[src/rtl/config_stream_loader.sv]
// config_stream_loader: assembles little-endian (address, data) records from a
// valid/ready byte stream and presents each record on the shared tile config
// bus for exactly one clock cycle.
module config_stream_loader #(
   parameter logic [31:0] IDLE_ADDR = 32'hFFFF_FFFF,
   parameter int unsigned CNT_W     = 16
) (
   input  logic             clk,
   input  logic             reset,
   input  logic             start,
   input  logic [7:0]       byte_in,
   input  logic             byte_valid,
   output logic             byte_ready,
   output logic [31:0]      config_addr,
   output logic [31:0]      config_data,
   output logic             busy,
   output logic             done,
   output logic [CNT_W-1:0] records_loaded
);

   typedef enum logic [2:0] {
      S_IDLE, S_COUNT, S_ADDR, S_DATA, S_ISSUE, S_DONE
   } state_t;

   state_t           state, state_nxt;
   logic [1:0]       byte_idx;
   logic [31:0]      shift_r;
   logic [31:0]      addr_r;
   logic [CNT_W-1:0] n_total;
   logic             xfer;
   logic             last_byte;
   logic             start_ok;
   logic [31:0]      word_nxt;

   assign xfer      = byte_valid && byte_ready;
   assign last_byte = xfer && (byte_idx == 2'd3);
   assign start_ok  = start && ((state == S_IDLE) || (state == S_DONE));
   // Little-endian: each new byte enters at the top, so after four bytes the
   // first byte received sits in bits [7:0].
   assign word_nxt  = {byte_in, shift_r[31:8]};

   // State register
   always_ff @(posedge clk or negedge reset) begin
      if (!reset) state <= S_IDLE;
      else        state <= state_nxt;
   end

   // Next-state decode
   always_comb begin
      state_nxt = state;
      case (state)
         S_IDLE:  if (start) state_nxt = S_COUNT;
         S_COUNT: if (last_byte)
                     state_nxt = (word_nxt[CNT_W-1:0] == '0) ? S_DONE : S_ADDR;
         S_ADDR:  if (last_byte) state_nxt = S_DATA;
         S_DATA:  if (last_byte) state_nxt = S_ISSUE;
         S_ISSUE: state_nxt = ((records_loaded + CNT_W'(1)) == n_total) ? S_DONE : S_ADDR;
         S_DONE:  if (start) state_nxt = S_COUNT;
         default: state_nxt = S_IDLE;
      endcase
   end

   // State-decoded handshake and status outputs
   always_comb begin
      byte_ready = 1'b0;
      busy       = 1'b0;
      done       = 1'b0;
      case (state)
         S_COUNT, S_ADDR, S_DATA: begin
            byte_ready = 1'b1;
            busy       = 1'b1;
         end
         S_ISSUE: busy = 1'b1;
         S_DONE:  done = 1'b1;
         default: ;
      endcase
   end

   // Byte assembly, record capture, registered bus drive and progress count
   always_ff @(posedge clk or negedge reset) begin
      if (!reset) begin
         byte_idx       <= '0;
         shift_r        <= '0;
         addr_r         <= '0;
         n_total        <= '0;
         records_loaded <= '0;
         config_addr    <= IDLE_ADDR;
         config_data    <= '0;
      end else begin
         config_addr <= IDLE_ADDR;
         config_data <= '0;
         if (start_ok) begin
            records_loaded <= '0;
            byte_idx       <= '0;
            shift_r        <= '0;
         end
         if (xfer) begin
            shift_r  <= word_nxt;
            byte_idx <= byte_idx + 2'd1;
         end
         if (last_byte && (state == S_COUNT)) n_total <= word_nxt[CNT_W-1:0];
         if (last_byte && (state == S_ADDR))  addr_r  <= word_nxt;
         // Bus is loaded on the edge that enters ISSUE and falls back to idle on
         // the next edge, giving exactly one cycle of valid record.
         if (last_byte && (state == S_DATA)) begin
            config_addr <= addr_r;
            config_data <= word_nxt;
         end
         if (state == S_ISSUE) records_loaded <= records_loaded + CNT_W'(1);
      end
   end

endmodule
[config.mk]
export PLATFORM = sky130hd
export DESIGN_NAME = config_stream_loader
export DESIGN_NICKNAME = d
export VERILOG_FILES = /design/src/rtl/config_stream_loader.sv
export SDC_FILE = /design/constraint.sdc
export NUM_CORES = 1
export LEC_CHECK = 0
export ABC_AREA = 1
export BUFFER_PORTS_ARGS = -buffer_cell sky130_fd_sc_hd__buf_2
export CAP_MARGIN = 20
export CORE_MARGIN = 4
export CORE_UTILIZATION = 51
export CTS_CLUSTER_DIAMETER = 80
export CTS_CLUSTER_SIZE = 16
export DETAILED_ROUTE_END_ITERATION = 7
export GPL_ROUTABILITY_DRIVEN = 0
export PLACE_DENSITY = 0.79
export SLEW_MARGIN = 30
export SYNTH_ARGS = -nofsm -noshare
export SYNTH_HDL_FRONTEND = slang
export SYNTH_SLANG_ARGS = --single-unit
[constraint.sdc]
create_clock -name clk -period 1.8 [get_ports clk]
set_clock_uncertainty 0.1 [all_clocks]
set_input_delay 0 -clock clk [delete_from_list [all_inputs] [get_ports clk]]
set_output_delay 0 -clock clk [all_outputs]
set_load 0.005 [all_outputs]
==> out/results.env <==
AVGROUTEDWIREPERCELL_UM=17.9
RSZ_0062_RAISED_AFTER_GLOBAL_ROUTING='true'
COMB_POWER_SHARE=0.268
SLOWEST_STAGE='dfrtp_1'
TOTAL_WIRE_LENGTH_UM=17700
SYNTH_CELLS=650
CRITICAL_PATH.TOP_DELAY_FAMILY='simple AND/OR/NAND/NOR gates'
CTS_TREE='built'
FINALCRITICALPERIOD_NS=1.99
WORST_SETUP_HOLD_PATH_CLK_SLEW_NS=0.06
DIE-WIDTH_UM=119
CLK_ROOT_BUFFER_CELL='clkbuf_16'
CRITPATHCAPTURETYPE='flip-flop'
POWER.DENSITY_CELL_AREA_nW_PER_UM2=1380
FINALWORSTSETUPSLACK_NS=-0.189
GRT.OVERFLOW.TOTAL=0
FIRST_GLOBAL_VIAS=5395
ARRIVAL_NS=2.19
EDFF_COUNT_SYNTH=0
DESIGN.FINAL.NETS=824
OUTCOME='complete, but fails checks'
INITIAL_STANDARD_CELL_UTILIZATION_OF_THE_CORE=0.523
SYNTH.LIB_CELLS_USED.DISTINCT=29
MAX_CAP_VIOLATIONS=0
CRIT_REQUIRED_NS=2.01
P_INT_mW=7.88
WORST_SLEW_PIN_SLEW_NS=0.529
IO_BUFFERS=94
DRCVIOLATIONCOUNT=0
DRT_ITER0_DRC=434
POST_SYN_AREA_PER_CELL_UM2=9.71
NUMBER_OF_ANTENNA_VIOLATIONS_AT_THE_FIRST_CHECK_IN_GLOBAL_ROUTING=0
STARTPOINT_TYPE='flip-flop'
DOMINANT_COMBINATIONAL_CELL_FAMILY_BY_AREA_AFTER_SYNTHESIS='simple AND/OR/NAND/NOR gates'
CTS_MADE_BUFFERS=17
INSERTION_DELAY_NS=0.42
TIMING_HOLD_VIOLATIONS_FINAL=0
GRT_FIRST_PASS_WIRELENGTH_UM=26300
VIOLATIONS='setup timing'
MAX_FREQ_GHz=0.503
SWSHARE=0.326
CRITICAL_PATH_CLASS='flip-flop to flip-flop'
CRITICAL-PATH-TOP-CELL-BY-COUNT='nand2_1'
FINAL-MAX-SLEW-VIOLATION-COUNT=0
CLOCK_SINKS=157
POST_DRT_VIA_CELL_RATIO=5.45
HOLD_CLASS='primary input to async pin'
AREA_OF_THE_PLACEABLE_CORE_UM2=12100
HTREE_NUM_LEVELS=4
DIE_AREA_UM2=14200
CLKPWRFRAC=0.330
SYNTHADDERAREAFRAC=0.00397
SYNTH_XOR_AREA_FRAC=0.00912
NUMPLACEDINSTANCES=932
PATH_MAX_FANOUT=4
HPWL_UM=10700
CRITICAL_PATH.MAX_STAGE_DELAY_NS=0.42
YS.WARNINGS.COUNT=0
POWER.SWITCHING_mW=3.81
NUM_IO_PINS=95
NORMALIZED_MAX_SLEW_MARGIN=0.647
INSTANCES_NO_FILL=992
DIE_H_UM=119
POST_SYNTH_MUX_AREA_SHARE=0
GRT_START_MAX_NET_PINS=65
SIMPLE_GATE_SHARE_OF_THE_SYNTHESIZED_AREA=0.222
GRT_UTIL_OVERALL=0.234
SYNTH_ASYNC_SR_FLOP_SHARE=1.00
SYN_NETS=664
NUM_ROWS=40
SYNTH_SEQUENTIAL_AREA_RATIO=0.629
SYNTH-COMPOUND-AREA-SHARE=0.0817
FRACTION_OF_LAYOUT_INSTANCES_USING_A_DRIVE_STRENGTH_ABOVE_1=0.352
MAPPEDNETLISTAREA_UM2=6310
WORST-PATH-BUF-INV=1
SETUP-VIOLATIONS-FINAL=5
CELLLEAKAGEPOWER_nW=4.14
DETAILROUTE.VIA_COUNT=5408
DETAIL_ROUTE.FIRST_PASS.ITERATIONS=6
CTS_BUFFER_DEPTH=2
WORSTPATHCELLLIST='nand2_1 > buf_4 > nor2_1 > nand3_1 > nand2_1 > nand3_1 > nand2_1 > nand2_1 > nor2_2 > nand3_1 > nand2_1 > nand2_1 > nand2_1 > nand2_1'
PLACE_WORST_SETUP_SLACK_NS=-0.170
SYNTH.FF_LATCH_COUNT=157
IR_WORST_VDD_uV=777
SEQPWRFRAC=0.402
LAYOUT-AREA-OVERHEAD-VS-SYNTH_PCT=33.9
ROUTE.ANTENNA.REMAINING_NETS=0
DOMINANTREGCELLSYNTH='dfrtp_1'
FINAL_WORST_PATH_CYCLE_SHARE=1.11
==> state kept, by name (all words and copies together), names as in the netlist <==
| register | cells |
|---|---|
| addr_r | 32 |
| shift_r | 24 |
| config_data | 32 |
| n_total | 16 |
| records_loaded | 16 |
| state | 3 |
| byte_idx | 2 |
| config_addr | 32 |
==> through the flow <==
stage	hold WS [ns]	utilization	power [mW]	area, µm²	setup TNS, ns
2_1_floorplan	-0.396	-	6.35	6320	0
3_3_place_gp	-0.112	0.610	7.38	7350	-0.116
3_5_place_dp	-0.108	0.610	7.53	7350	-0.416
4_1_cts	0.0316	0.676	11.5	8150	-0.221
5_1_grt	0.0692	0.700	12.3	8450	-5.85
6_report	0.0229	0.700	11.7	8450	-0.461
==> final timing paths <==
check                                                    from                        end  slack [ns]  cells after the start
worst max-delay path            records_loaded[7]$_DFFE_PN0P_       state[1]$_DFFE_PN0P_       -0.19                     14
worst min-delay path                                    reset     n_total[5]$_DFFE_PN0P_        0.02                      2
worst max register to register  records_loaded[7]$_DFFE_PN0P_       state[1]$_DFFE_PN0P_       -0.19                     14
worst min register to register         addr_r[17]$_DFFE_PN0P_  config_addr[17]$_DFF_PN1_        0.36                      1
max in group asynchronous                               reset  config_addr[10]$_DFF_PN1_        0.86                      3
min in group clk                                   byte_in[6]  config_data[30]$_DFF_PN0_        0.28                      4
==> metal layers <==
metal,up-vias,track usage,part of all wire
li1,2423,-,-
met1,2633,0.290,0.39
met2,295,0.390,0.51
met3,57,0.0703,0.079
met4,0,0.0833,0.031
met5,-,0,0
==> power by group through the flow <==
stage          logic (mW)  clock network, mW  registers, mW
2_1_floorplan        1.76                  0           4.58
3_3_place_gp         2.71                  0           4.67
3_5_place_dp         2.83                  0           4.70
4_1_cts              2.94               3.88           4.66
5_1_grt              3.46               4.06           4.76
6_report             3.14               3.86           4.70
==> cell type report <==
| class | instances | area (µm²) |
|---|---|---|
| well taps | 168 | 210 |
| clock inverters | 12 | 183 |
| clock buffers | 20 | 457 |
| multi-input cells | 404 | 2110 |
| flip-flops and latches | 157 | 3970 |
| repair buffers | 165 | 1270 |
| diodes | 1 | 2.50 |
| inverters | 65 | 246 |
| fillers | 829 | 3610 |
==> cells in the final DEF (no fill, tap or decap), types with 3 or more instances in the layout <==
master and n:
dfrtp_1 122, dfstp_2 32, nand2_1 133, dfrtp_2 3, o21ai_0 62, inv_1 63, nor2_4 7, buf_12 10
nand2_2 9, nor2_2 7, nand2_4 3, nand3b_1 6, nor2_1 50, o22ai_1 29, nand3_1 35, buf_4 43
or2_2 32, buf_2 93, dlygate4sd3_1 11, clkbuf_16 23, nand4_1 11, nand3_2 5, bufinv_16 4
==> worst register-to-register path, stage by stage, from the launching register on <==
cell and delay, ns:
dfrtp_1 0.42, nand2_1 0.13, buf_4 0.16, nor2_1 0.19, nand3_1 0.12, nand2_1 0.10, nand3_1 0.07, nand2_1 0.10
nand2_1 0.06, nor2_2 0.10, nand3_1 0.08, nand2_1 0.06, nand2_1 0.05, nand2_1 0.07, nand2_1 0.05
==> kinds of logic (layout without fill, tap and decap cells) <==
family / Yosys count / count (layout)
other: 0 / 1
flip-flops: 157 / 157
adder cells (fa/ha/maj): 2 / 2
buffers and inverters: 89 / 262
XOR/XNOR: 5 / 5
AO/OA/AOI/OAI: 95 / 95
AND/OR/NAND/NOR: 302 / 302
==> synth_stat cells, types with 2 or more instances <==
master / n / area (µm²)
nor2_2: 6 / 37.5
nor2_4: 3 / 33.8
nand4_1: 11 / 68.8
or2_2: 32 / 200
buf_2: 3 / 15.0
ha_1: 2 / 25.0
xnor2_1: 2 / 17.5
a21oi_1: 2 / 10.0
xor2_1: 2 / 17.5
inv_2: 2 / 7.51
clkbuf_1: 20 / 75.1
o22ai_1: 29 / 181
nand2_2: 4 / 25.0
o21ai_0: 63 / 315
dfrtp_1: 125 / 3130
nand3b_1: 6 / 45.0
dfstp_2: 32 / 841
nand2_1: 141 / 529
nand3_1: 39 / 195
nor2_1: 55 / 206
inv_1: 63 / 236
==> timing repair <==
item                                    4_1_cts  5_1_grt
pin swaps                                     3        9
gates cloned                                  0        6
hold endpoints to repair                    162        0
gates resized for setup                       4       24
endpoints found under the setup margin        6      110
hold buffers                                 11        0
buffers inserted                              3        7
(Power assumes the default switching activity.)
